===== src/rtl/cva6_cheri_pkg.sv =====
// Shared CHERI types for the branch-resolve path: capability PCC, resolved-branch record,
// and the helper that strips a capability down to a plain address for legacy mode.
package cva6_cheri_pkg;

    localparam int unsigned BRQ_DEFAULT_DEPTH = 4;

    typedef enum logic [2:0] {
        NoCF,
        Branch,
        Jump,
        JumpR,
        Return
    } cf_t;

    typedef struct packed {
        logic        tag;
        logic [11:0] perms;
        logic [3:0]  otype;
        logic [27:0] bounds;
        logic [63:0] addr;
    } cap_pcc_t;

    typedef struct packed {
        logic        valid;
        logic [63:0] pc;
        cap_pcc_t    target_address;
        logic        is_mispredict;
        logic        is_taken;
        cf_t         cf_type;
    } bp_resolve_t;

    // Keep only the address so a legacy target can never look like a tagged capability.
    function automatic cap_pcc_t sanitize_cap_pcc_legacy(cap_pcc_t cap);
        cap_pcc_t mask;
        mask      = '0;
        mask.addr = '1;
        return cap & mask;
    endfunction

endpackage


===== src/rtl/brq_compact.sv =====
// Compaction network for the resolve queue: each valid port gets the slot offset equal
// to the number of valid ports below it, so accepted records pack without gaps.
module brq_compact #(
    parameter int unsigned NR_PORTS = 2,
    parameter int unsigned OW       = $clog2(NR_PORTS + 1)
) (
    input  logic [NR_PORTS-1:0] i_valid,
    input  logic                i_en,
    output logic [NR_PORTS-1:0] o_we,
    output logic [OW-1:0]       o_offset [NR_PORTS],
    output logic [OW-1:0]       o_cnt
);

    logic [OW-1:0] w_prefixSum;

    always_comb begin
        w_prefixSum = '0;
        for (int i = 0; i < NR_PORTS; i++) begin
            o_offset[i] = w_prefixSum;
            w_prefixSum = w_prefixSum + OW'(i_valid[i]);
        end
        o_cnt = i_en ? w_prefixSum : '0;
        o_we  = i_valid & {NR_PORTS{i_en}};
    end

endmodule


===== src/rtl/cheri_branch_resolve_queue.sv =====
// In-order queue of resolved CHERI branch records: accepts up to NR_PORTS compacted
// records per cycle and hands one per cycle to the frontend over valid/ready.
module cheri_branch_resolve_queue
    import cva6_cheri_pkg::*;
#(
    parameter int unsigned NR_PORTS = 2,
    parameter int unsigned DEPTH    = BRQ_DEFAULT_DEPTH,
    parameter bit          CAP_MODE = 1'b1
) (
    input  logic                         clk_i,
    input  logic                         rst_i,
    input  logic                         flush_i,
    input  bp_resolve_t                  resolved_branch_i [NR_PORTS],
    output logic                         in_ready_o,
    output bp_resolve_t                  resolved_branch_o,
    output logic                         out_valid_o,
    input  logic                         out_ready_i,
    output logic [$clog2(DEPTH+1)-1:0]   count_o,
    output logic                         mispredict_pending_o,
    output logic                         tag_fault_o,
    output logic                         overflow_o
);

    localparam int unsigned PW = $clog2(DEPTH);
    localparam int unsigned CW = $clog2(DEPTH + 1);
    localparam int unsigned OW = $clog2(NR_PORTS + 1);

    bp_resolve_t       r_mem [DEPTH];
    logic [DEPTH-1:0]  r_entryValid;
    logic [PW-1:0]     r_rdPtr;
    logic [PW-1:0]     r_wrPtr;
    logic [CW-1:0]     r_count;
    logic              r_overflow;

    logic [NR_PORTS-1:0] w_portValid;
    logic [NR_PORTS-1:0] w_we;
    logic [OW-1:0]       w_offset [NR_PORTS];
    logic [OW-1:0]       w_pushCnt;
    logic [PW-1:0]       w_wrIdx [NR_PORTS];
    bp_resolve_t         w_wrData [NR_PORTS];
    logic                w_inReady;
    logic                w_outValid;
    logic                w_pop;
    logic                w_drop;
    logic [DEPTH-1:0]    w_entryValidNext;
    logic                w_mispAny;
    bp_resolve_t         w_head;

    // Space is judged on the registered count alone, so a same-cycle pop never helps a push.
    assign w_inReady  = (r_count <= CW'(DEPTH - NR_PORTS));
    assign w_outValid = (r_count != '0);
    assign w_pop      = w_outValid & out_ready_i;
    assign w_drop     = (|w_portValid) & ~w_inReady;

    always_comb begin
        for (int i = 0; i < NR_PORTS; i++) begin
            w_portValid[i] = resolved_branch_i[i].valid;
            w_wrData[i]    = resolved_branch_i[i];
            if (!CAP_MODE) begin
                w_wrData[i].target_address = sanitize_cap_pcc_legacy(resolved_branch_i[i].target_address);
            end
            w_wrIdx[i] = r_wrPtr + PW'(w_offset[i]);
        end
    end

    brq_compact #(
        .NR_PORTS (NR_PORTS),
        .OW       (OW)
    ) u_compact (
        .i_valid  (w_portValid),
        .i_en     (w_inReady & ~flush_i & ~rst_i),
        .o_we     (w_we),
        .o_offset (w_offset),
        .o_cnt    (w_pushCnt)
    );

    always_ff @(posedge clk_i) begin
        for (int i = 0; i < NR_PORTS; i++) begin
            if (w_we[i]) begin
                r_mem[w_wrIdx[i]] <= w_wrData[i];
            end
        end
    end

    // Writes only ever land in free slots, so clearing the popped slot cannot collide.
    always_comb begin
        w_entryValidNext = r_entryValid;
        if (w_pop) begin
            w_entryValidNext[r_rdPtr] = 1'b0;
        end
        for (int i = 0; i < NR_PORTS; i++) begin
            if (w_we[i]) begin
                w_entryValidNext[w_wrIdx[i]] = 1'b1;
            end
        end
    end

    always_ff @(posedge clk_i) begin
        if (rst_i) begin
            r_count      <= '0;
            r_rdPtr      <= '0;
            r_wrPtr      <= '0;
            r_entryValid <= '0;
            r_overflow   <= 1'b0;
        end else if (flush_i) begin
            r_count      <= '0;
            r_rdPtr      <= '0;
            r_wrPtr      <= '0;
            r_entryValid <= '0;
        end else begin
            r_count      <= r_count + CW'(w_pushCnt) - CW'(w_pop);
            r_rdPtr      <= r_rdPtr + PW'(w_pop);
            r_wrPtr      <= r_wrPtr + PW'(w_pushCnt);
            r_entryValid <= w_entryValidNext;
            if (w_drop) begin
                r_overflow <= 1'b1;
            end
        end
    end

    always_comb begin
        w_mispAny = 1'b0;
        for (int i = 0; i < DEPTH; i++) begin
            w_mispAny = w_mispAny | (r_entryValid[i] & r_mem[i].is_mispredict);
        end
    end

    // Head is gated to zero when empty so reset leaves a clean, all-zero output record.
    always_comb begin
        w_head                  = r_mem[r_rdPtr];
        resolved_branch_o       = w_outValid ? w_head : '0;
        resolved_branch_o.valid = w_outValid;
    end

    assign tag_fault_o          = CAP_MODE ? (w_outValid & w_head.is_taken & ~w_head.target_address.tag) : 1'b0;
    assign in_ready_o           = w_inReady;
    assign out_valid_o          = w_outValid;
    assign count_o              = r_count;
    assign mispredict_pending_o = w_mispAny;
    assign overflow_o           = r_overflow;

endmodule


===== config.mk =====
export PLATFORM = sky130hd
export DESIGN_NAME = cheri_branch_resolve_queue
export DESIGN_NICKNAME = d
export VERILOG_FILES = /design/src/rtl/cva6_cheri_pkg.sv /design/src/rtl/brq_compact.sv /design/src/rtl/cheri_branch_resolve_queue.sv
export SDC_FILE = /design/constraint.sdc
export NUM_CORES = 1
export LEC_CHECK = 0
export BUFFER_PORTS_ARGS = -buffer_cell sky130_fd_sc_hd__buf_2
export CORE_ASPECT_RATIO = 0.9
export CORE_MARGIN = 2
export CORE_UTILIZATION = 58
export CTS_BUF_LIST = sky130_fd_sc_hd__clkbuf_16
export DETAILED_ROUTE_END_ITERATION = 16
export PLACE_DENSITY = 0.81
export SKIP_CTS_REPAIR_TIMING = 1
export SLEW_MARGIN = 20
export SYNTH_ARGS = -nofsm -noshare
export SYNTH_HDL_FRONTEND = slang
export SYNTH_SLANG_ARGS = --single-unit
export TNS_END_PERCENT = 1

===== constraint.sdc =====
create_clock -name clk_i -period 13.15 [get_ports clk_i]
set_clock_uncertainty 0.1 [all_clocks]
set_input_delay 0.6575 -clock clk_i [delete_from_list [all_inputs] [get_ports clk_i]]
set_output_delay 0.6575 -clock clk_i [all_outputs]
set_load 0.02 [all_outputs]

======== After elaboration in Yosys (flattened, before gate mapping) ========
Memories as Yosys holds them, arrays and structs flattened. A register that Yosys moved wholly into a read port is not among the register bits.
Index checks and enable logic that the tools add are counted.
operators by class
  bitwise gates (word level) .............. 22
  order comparisons ....................... 7
  $add $sub $neg .......................... 6
  reduce and logical (&&, ||, !) cells .... 7
  muxes and demuxes ....................... 16
operators with widths
  kind                                                                               number
  178-bit two-way mux                                                                1
  4-bit two-way mux                                                                  3
  1-bit bitwise AND                                                                  10
  2-bit by 3-bit < comparator with 1-bit output (second input constant)              3
  4-bit bitwise OR                                                                   2
  1-bit two-way mux                                                                  7
  1-bit demux with 2-bit select                                                      3
  2-bit by 1-bit >= comparator with 1-bit output (second input constant)             3
  2-bit by 1-bit adder with 2-bit output                                             2
  4-bit bitwise AND                                                                  1
  2-bit two-way mux                                                                  2
  1-bit NOT                                                                          4
  4-bit NOT                                                                          1
  2-bit OR reduction                                                                 2
  3-bit by 2-bit adder with 3-bit output                                             1
  3-bit by 2-bit less-or-equal comparator with 1-bit output (second input constant)  1
  1-bit logical AND                                                                  3
  1-bit bitwise OR                                                                   3
  3-bit nonzero test                                                                 1
  3-bit by 1-bit subtractor with 3-bit output                                        1
  1-bit by 1-bit adder with 2-bit output                                             1
  2-bit adder                                                                        1
  2-bit bitwise AND                                                                  1
  2-bit AND reduction                                                                1
word-level totals
  word-level logic and storage cells ...... 64
  memories kept ........................... 1
  bits of input ports ..................... 362
  RAM bits ................................ 716
  register bits after elaboration ......... 12
memories
  name   depth  width  rd ports  clocked after memory_dff  write ports  line                              text
  r_mem  4      179    5         1                         2            cheri_branch_resolve_queue.sv:28  bp_resolve_t r_mem [DEPTH];

======== Longest topological paths before layout ========
  depth after elaboration ................. 11
  gate-level depth with buffers ........... 11
  gate-level depth less buffers ........... 10

======== Modules after synthesis ========
Synthesis repeated with hierarchy kept, for this count alone.
second synthesis, totals
  cells, all modules ...................... 2009
  area total of the unflattened synthesis .. 36356.1 µm²
modules (own cells, without submodules)
  module                      area each (µm²)  cells each  times used
  cheri_branch_resolve_queue  36284.8          1999        1
  brq_compact                 71.3             10          1

======== Worst setup path before layout ========
OpenSTA, ideal clock, no wires.
  path type ............................... input -> register
  start point ............................. in resolved_branch_i[357] (netlist name)
  end point ............................... mem r_mem[2][0] (netlist name), enable pin
  buffers on the path ..................... 0
  arrival time ............................ 10.024 ns
  setup time .............................. 0.775 ns
  stages on the path ...................... 4
  path slack .............................. 2.251 ns
  data required time ...................... 12.275 ns
  cell sequence ........................... ha_1 -> nor2b_1 -> nand4b_1 -> a21oi_1
RTL lines
  what         line                              text
  from (decl)  cheri_branch_resolve_queue.sv:13  input bp_resolve_t resolved_branch_i [NR_PORTS],
  to (decl)    cheri_branch_resolve_queue.sv:28

==> metrics <==
Fillers 4084; critical path's top delay family buffers and inverters; crit share post-route 38.29%; largest fanout on the critical path 49; site row count 86; worst hold slack 213.9 ps; maximum vdd drop 0.09877 mV; design area 0.04193 mm²; CTS tree done; largest buffer count on any clock path 3; count of flip-flops with a built-in enable after synthesis 712; area of the die 0.06425 mm²; dominant synthesized flop cell edfxtp_1; fraction of final layout cells sized beyond drive strength 1 60.22%; fraction of synthesis flops using an asynchronous set or reset pin 0%; Synth Warn # 0; Clock transition at path regs 60 ps; buffer and inverter count on the worst path 3; placed instance area 0.03945 mm²; CTS Sinks 724; worst min-delay path class in -> reg; Die X 267.0 µm; share of the yosys chip area belonging to registers 59.90%; final HPWL from detailed placement 55.88 mm; post-route core utilization 68.24%; type of element launching the critical path register; number of non-filler instances in the completed layout 3467; Pre-antenna DRT Iters 5; DRC viols 0; critical path data arrival time 4280 ps; endpoint kind of the worst setup timing path primary output; final worst path period need 5036 ps; Netlist Area Pre-Place 0.03610 mm²; Initial Util 58.75%; cell-by-cell trace of the critical path buf_4 -> buf_4 -> mux4_2 -> and2_1 -> buf_2; latest clock arrival within the worst-skew pair 610 ps; vertical die dimension 240.7 µm; power after layout 5.315 mW; cell at the root of the clock tree clkbuf_16; maximum number of pins on one net before global-route repair 74; Port-buffer cells 548; Critical Path Start r_rdPtr[0]$_SDFF_PP0_; run status finished clean; placed instance count 3291; vias in the first global route 22110; vias per inst 6.121; Hold Path Origin rst_i; via count of the routed design 21220; critical path's most frequent cell buf_4; transition time of the tightest slew-check pin 1071 ps; power density relative to cell area 126.8 mW/mm²; initial antenna violation count 68; Post-Place Setup Slack 8584 ps; total core area 0.06144 mm²; first-pass GRT wire length 135.4 mm; achievable clock frequency 198.6 MHz; final setup vio count 0; CP required 12390 ps; number of register bits inferred by synthesis 724; leakage power 14.86 nW; Final Wtd Congestion 0.8624; share of the synthesized area in the top cell type 59.23%; most frequently used cell type in the post-synthesis netlist edfxtp_1; # IOs 549; unrepaired setup endpoints after global routing no; maximum capacitance violations 0; top cells by instance count after synthesis 712 x edfxtp_1, 686 x mux2_2, 185 x and2_1; final-stage net count 2903; number of buffers created by CTS 75; largest incremental delay on the critical path 880 ps; remaining max-slew budget at the tightest pin 28.61%; Synth area leaders edfxtp_1 59%, mux2_2 21%, mux4_2 11%, and2_1 3.2%, mux2_1 0.81%; TNS Setup 0 ps; nets in the synthesized netlist 2384; routed wire length 91.73 mm; number of hold-slack violations in the final timing report 0; global-route total usage across every layer 28.23%; final-report max-slew violation count 0; category of the most critical setup path reg -> out; critical path's slowest cell buf_4; startpoint of the worst-slack reg-to-reg timing path count_o[1]$_SDFF_PP0_; gate count after technology mapping 2013; area growth from synthesis to layout 16.16%; number of distinct library cell variants in the gate-level netlist after synthesis 41; most area-hungry cell type in the Yosys netlist edfxtp_1; residual antenna-violating net count after detailed routing 0; Synth Area per Inst 17.93 µm²; final setup slack of the worst path 8114 ps; sum of overflow across all layers after global routing 0; mean routed wirelength per cell 26.46 µm; H-tree depth 3; 1st-iter DRT viols 1667
[layer usage]
metal  share of wire (%)  vias up  global-route usage [%]
met4                 3.7       52                   12.12
met5                0.34        -                       0
met1                  38    10960                   35.09
met3                 8.4      209                   8.285
met2                  50      833                   46.46
li1                    -     9170                       -
[cell families (layout without fill, tap and decap cells)]
logic type / after synthesis / count (layout) / share of synthesized area (%)
AO/OA/AOI/OAI: 15 / 15 / 0.3570
XOR/XNOR: 5 / 5 / 0.1213
adder cells (fa/ha/maj): 9 / 9 / 0.3328
buffers and inverters: 150 / 721 / 2.201
flip-flops: 724 / 724 / 59.90
multiplexers: 891 / 891 / 33.35
other: 0 / 47 / 0
AND/OR/NAND/NOR: 219 / 219 / 3.744
[path summary, 6_finish.rpt]
path                            slack [ps]                       to  cells past startpoint
worst min-delay path                   210  overflow_o$_SDFFE_PP0P_                      2
worst max-delay path                  8110   resolved_branch_o[122]                      5
worst min register to register         370  overflow_o$_SDFFE_PP0P_                      2
worst max register to register        8930  r_mem[3][119]$_DFFE_PP_                      5
[flip-flops by register name, indices dropped and copies added (netlist names)]
name          flops
r_entryValid      4
r_rdPtr           2
overflow_o        1
count_o           3
r_wrPtr           2
r_mem           712
[worst reg2reg max path, stage by stage, from the launching register on]
cell       delay (ps)
dfxtp_1           370
a2111oi_4         780
and4_4            820
buf_4             670
buf_4             730
mux2_2            490
[cell usage in the layout, fill, tap and decap left out, types with 10 or more instances in the layout]
cell,instances
and2_1,185
buf_2,548
buf_4,34
clkbuf_16,78
clkinv_1,13
dfxtp_1,10
diode_2,47
edfxtp_1,712
inv_1,28
mux2_1,26
mux2_2,686
mux4_2,178
[where the power goes]
part	internal (mW)	switching (mW)	total [mW]	leakage (nW)
combinational	0.275	0.354	0.628	7.08
sequential	2.60	0.0163	2.61	6.55
clock	1.19	0.883	2.07	1.23
[cell type report]
class	instances	area, µm²	area share, %
Multi-Input combinational cell	1139	13730	32.76
Inverter	10	40.04	0.09549
Antenna cell	47	117.6	0.2805
Sequential cell	724	21630	51.58
Timing Repair Buffer	582	2998	7.150
Clock inverter	51	412.9	0.9848
Tap cell	836	1046	2.495
Clock buffer	78	1952	4.655
No activity file was read; power rests on OpenSTA's default activity.
